===== config.mk =====
export PLATFORM = sky130hd
export DESIGN_NAME = user_module
export DESIGN_NICKNAME = d
export VERILOG_FILES = /design/src/rtl/user_module.sv
export SDC_FILE = /design/constraint.sdc
export NUM_CORES = 1
export LEC_CHECK = 0
export CAP_MARGIN = 20
export CORE_AREA = 2 2 39 41
export CTS_CLUSTER_DIAMETER = 150
export DETAILED_ROUTE_END_ITERATION = 12
export DIE_AREA = 0 0 41 43
export GPL_TIMING_DRIVEN = 1
export PLACE_DENSITY_LB_ADDON = 0.2
export SYNTH_ARGS = -nofsm -noshare
export SYNTH_HDL_FRONTEND = slang
export SYNTH_SLANG_ARGS = --single-unit

===== constraint.sdc =====
create_clock -name clk -period 2.3 [get_ports clk]
set_input_delay 0.23 -clock clk [delete_from_list [all_inputs] [get_ports clk]]
set_output_delay 0.23 -clock clk [all_outputs]
set_load 0.02 [all_outputs]

===== src/rtl/user_module.sv =====
// user_module: synchronized edge detector with a retriggerable pulse stretcher
module user_module #(
   parameter int EDGE_MODE   = 0,
   parameter int SYNC_STAGES = 2,
   parameter int PULSE_LEN   = 1
) (
   input  logic clk,
   input  logic rstn,
   input  logic in,
   output logic out
);
   logic [SYNC_STAGES-1:0] r_sync;
   logic                   r_prev;
   logic                   r_hit;
   logic [7:0]             r_cnt;
   logic                   r_out;
   logic [SYNC_STAGES:0]   w_shift;
   logic                   w_last;
   logic                   w_rise;
   logic                   w_fall;
   logic                   w_hit;
   assign w_shift = {r_sync, in};
   assign w_last  = r_sync[SYNC_STAGES-1];
   assign w_rise  = w_last & ~r_prev;
   assign w_fall  = ~w_last & r_prev;
   assign w_hit   = EDGE_MODE == 0 ? w_rise : EDGE_MODE == 1 ? w_fall : (w_rise | w_fall);
   // Sync chain and edge history, then a registered hit that loads the stretch counter;
   // the hit register puts the first output high SYNC_STAGES+1 edges after capture.
   always_ff @(posedge clk) begin
      if (!rstn) begin
         r_sync <= '0;
         r_prev <= 1'b0;
         r_hit  <= 1'b0;
         r_cnt  <= 8'd0;
         r_out  <= 1'b0;
      end else begin
         r_sync <= w_shift[SYNC_STAGES-1:0];
         r_prev <= w_last;
         r_hit  <= w_hit;
         r_cnt  <= r_hit ? 8'(PULSE_LEN) : r_cnt - 8'(r_cnt != 8'd0);
         r_out  <= r_hit | (r_cnt > 8'd1);
      end
   end
   assign out = r_out;
endmodule


## After elaboration in Yosys (flattened, before gate mapping)

Index checks and enable logic that the tools add are counted.

- Register bits after elaboration: 13
- Input port bits: 3
- Logic and storage cells: 15

- $add $sub $neg: 1
- $lt $le $gt $ge: 1
- Mux-type cells: 1
- Reduce and logical (&&, ||, !) cells: 2
- Bitwise gates (word level): 4

Operators by type and width:

| cell | count |
|---|---|
| greater-than comparator 8 x 1 -> 1 bit (second input constant) | 1 |
| nonzero test 8 bit | 1 |
| subtractor 8 x 1 -> 8 bit | 1 |
| NOT 1 bit | 2 |
| OR reduction 2 bit | 1 |
| AND 1 bit | 1 |
| two-way mux 1 bit | 1 |
| OR 1 bit | 1 |

## Longest topological paths before layout

- Depth after elaboration: 3
- Mapped depth: 8
- Mapped depth without buffers: 8

## Least setup slack after synthesis

No wires, ideal clock.

- Path type: flip-flop to flip-flop
- From: reg r_cnt[4]
- To: reg r_cnt[6]
- Stages on the path, launching flop included: 9
- Arrival time: 2313 ps
- Slack: -71 ps
- Path buffers: 0
- Data required time: 2242 ps
- Library setup time: 58 ps
- Cell sequence: dfxtp_1 or4_4 or4_1 nand2b_1 ha_1 ha_1 nor3b_1 a211oi_1 a31o_2

- Cells in the longest elaborated chain, start to end: 2

RTL lines:

| what | RTL line | text |
|---|---|---|
| start: declaration | 15 | `logic [7:0] r_cnt;` |
| start signal: assignment | 40 | `r_cnt <= r_hit ? 8'(PULSE_LEN) : r_cnt - 8'(r_cnt != 8'd0);` |
| nonzero test 8 bit | 40 |  |
| subtractor 8 x 1 -> 8 bit (*) | 40 |  |

Mark *: on every way between the ends. The rest lies on a longest branch, timed or not.
A chain may end at the register's enable or synchronous reset.

## Final worst setup path

Ends and elaborated chain as after synthesis.

==> flow_metrics.py <==
metrics = {
    "placed_design": {
        "dpl.hpwl_um": 525,
        "port_buffers": 3,
        "gp_congestion": 0.655,
        "pre_cts_ws_ns": -0.0282,
        "dpl.cell_count": 72,
    },
    "die": {
        "die_area_sq_um": 1760,
        "rows": 14,
        "die_x_um": 41,
        "io_pins": 4,
        "die_y_um": 43,
        "start_util_pct": 36.5,
        "core_sq_um": 1380,
    },
    "timing": {
        "clock_skew_ns": 0.00557,
        "worstMarginPinSlew_ns": 0.323,
        "finalCritPeriodShare_pct": 98.5,
        "finalSetupViolCount": 0,
        "maxSlewHeadroom_pct": 78.4,
        "finalWorstSetupSlack_ns": 0.0342,
        "max_freq_mhz": 441,
        "slew_viol_final": 0,
        "rsz0062_at_grt": "true",
        "final_hold_viol_count": 0,
        "period_needed_ns": 2.27,
    },
    "layout": {
        "drive_gt1_share_pct": 28.3,
        "layout.nets": 67,
        "seq_area_sq_um": 262,
        "diodes": 0,
        "multi_input_comb_area_sq_um": 279,
        "final_cells": 76,
        "final_cell_mix": "dfxtp_1 (12), nor2_1 (6), inv_1 (4), buf_4 (4)",
        "synthToLayoutAreaGrowth_pct": 31.2,
        "layout_commonest_cell": "dfxtp_1",
        "fillers": 130,
    },
    "critical_path": {
        "endpoint_kind": "flop",
        "critPathMaxFanout": 3,
        "start_kind": "flop",
        "worstSetupPathType": "reg -> reg",
        "critPathRequiredTime_ns": 2.52,
        "worst_ep_arrival_time_ns": 2.48,
    },
    "yosys": {
        "avgSynthCellArea_sq_um": 10.1,
        "post_synth_and_or_nand_nor_area_fraction_pct": 21.5,
        "synth_cell_types": 22,
        "yosysSeqAreaShare_pct": 51.5,
        "synth_top_family_by_area": "simple AND/OR/NAND/NOR gates",
        "synth_compound_area_share_pct": 10.6,
        "yosys_warnings": 0,
        "ys_seq_elements": 13,
        "mappedNetlistArea_sq_um": 505,
        "synth-xor-area-share_pct": 5.20,
        "synthAdderAreaFrac_pct": 7.43,
        "muxShareOfSynthArea_pct": 0,
        "synth_fp_nets": 56,
        "synthCells": 50,
    },
    "power_and_ir_drop": {
        "p_leak_nw": 0.270,
        "peakVddDrop_uv": 471,
        "p_total_w": 0.000888,
        "p_per_area_nw_per_um2": 1340,
    },
    "hold_path": {
        "hp-class": "reg -> reg",
    },
    "global_routing": {
        "grt.overflow.total": 0,
        "antenna_found_initial": 0,
        "grt_pass1_vias": 345,
        "grt_pass1_wl_um": 1350,
        "grt_usage_pct": 12.2,
        "grt_max_degree": 9,
    },
    "detailed_routing": {
        "ant_nets": 0,
        "drtIter0Drc": 3,
        "wirelength_um": 716,
        "firstDrtPassIters": 3,
        "avgViaCountPerCell": 4.67,
        "post-route-drc-count": 0,
        "vias": 355,
        "wl_per_cell_um": 9.42,
    },
    "cts": {
        "cts_buffers": 3,
        "cts_max_level": 1,
        "post-cts-setup-buffers": 0,
        "clk_path_buf_depth": 2,
        "clock-sinks": 13,
        "clockRootBuffer": "clkbuf_4",
        "clk_latency_ns": 0.27,
        "cts_tree": "yes",
        "clkTransAtPathRegs_ns": 0.08,
    },
    "job": {
        "maxCapViolCount": 0,
    },
    "run_status": {
        "status": "finished, final reports clean",
    },
}
## path summary, 6_finish.rpt
kind	start	endpoint	slack, ns	cells past startpoint
hold reg to reg	r_prev	r_hit	0.39	1
setup / recovery	r_cnt[4]	r_cnt[6]	0.03	8
setup reg to reg	r_cnt[4]	r_cnt[6]	0.03	8
hold / removal	r_prev	r_hit	0.39	1
## power breakdown
part	switching, W	leakage [nW]	total (W)	internal [W]
clock	0.0000709	0.0177	0.000135	0.0000643
combinational	0.000186	0.144	0.000435	0.000250
sequential	0.0000325	0.108	0.000317	0.000285
total	0.000289	0.270	0.000888	0.000599
## critical path, stage by stage (launching register included)
cell and delay [ns]:
dfxtp_2 0.32, or4_4 0.53, or4_4 0.43, nand2b_4 0.17, ha_4 0.16, ha_4 0.15
nor3b_4 0.15, a211oi_2 0.18, a31o_2 0.12
## flip-flops by register name, indices dropped and copies added, names as in the netlist
register  count
out           1
r_hit         1
r_cnt         8
r_sync        2
r_prev        1
## Yosys cell counts
cell type | n | area [sq um]
or3b_1 | 1 | 8.76
nor2b_1 | 1 | 6.26
and2_1 | 3 | 18.8
o21ai_0 | 1 | 5.00
clkbuf_1 | 1 | 3.75
nor3b_1 | 1 | 7.51
xor2_1 | 1 | 8.76
a31o_2 | 1 | 8.76
o21a_1 | 1 | 7.51
or4_1 | 2 | 15.0
or3_1 | 1 | 6.26
ha_1 | 3 | 37.5
nor2_1 | 6 | 22.5
inv_1 | 4 | 15.0
a21oi_1 | 2 | 10.0
a21boi_0 | 1 | 7.51
or4_4 | 1 | 11.3
xnor2_1 | 2 | 17.5
o31ai_1 | 1 | 7.51
nand2b_1 | 2 | 12.5
a211oi_1 | 1 | 7.51
dfxtp_1 | 13 | 260
## layout make-up
cell class	instances	area share, %
Tap cell	16	3.02
Sequential cell	13	39.4
Multi-Input combinational cell	32	42.1
Clock inverter	1	0.755
Inverter	4	2.26
Timing Repair Buffer	7	9.06
Clock buffer	3	3.40
## layer usage
| layer | global-route usage (%) | part of all wire, % | up-vias |
|---|---|---|---|
| li1 | - | - | 187 |
| met5 | 0 | 0 | - |
| met4 | 12.0 | 3.1 | 0 |
| met2 | 16.6 | 48 | 2 |
| met1 | 14.2 | 47 | 164 |
| met3 | 3.14 | 2.1 | 2 |
## cell families (layout without fill, tap and decap cells)
family,after synthesis,count (layout)
buf+inv,5,15
compound gates,8,8
simple gates,18,18
xor+xnor,3,3
flops,13,13
fa+ha+maj,3,3
## per-stage QoR
step / utilization (%) / hold slack [ns] / TNS [ns] / cell area (sq um)
4_1_cts: 47.2 / 0.393 / 0 / 653
6_report: 47.9 / 0.390 / 0 / 663
3_3_place_gp: 43.5 / 0.372 / -0.0332 / 602
3_5_place_dp: 43.5 / 0.381 / -0.0282 / 602
5_1_grt: 47.9 / 0.415 / -0.0795 / 663
2_1_floorplan: - / 0.347 / 0 / 526
## repair_timing
action,in CTS,in global routing
hold buffers,0,0
resized for setup,4,1
pin swaps,0,1
setup endpoints to repair,1,3
gates cloned,0,0
(Power assumes the default switching activity.)
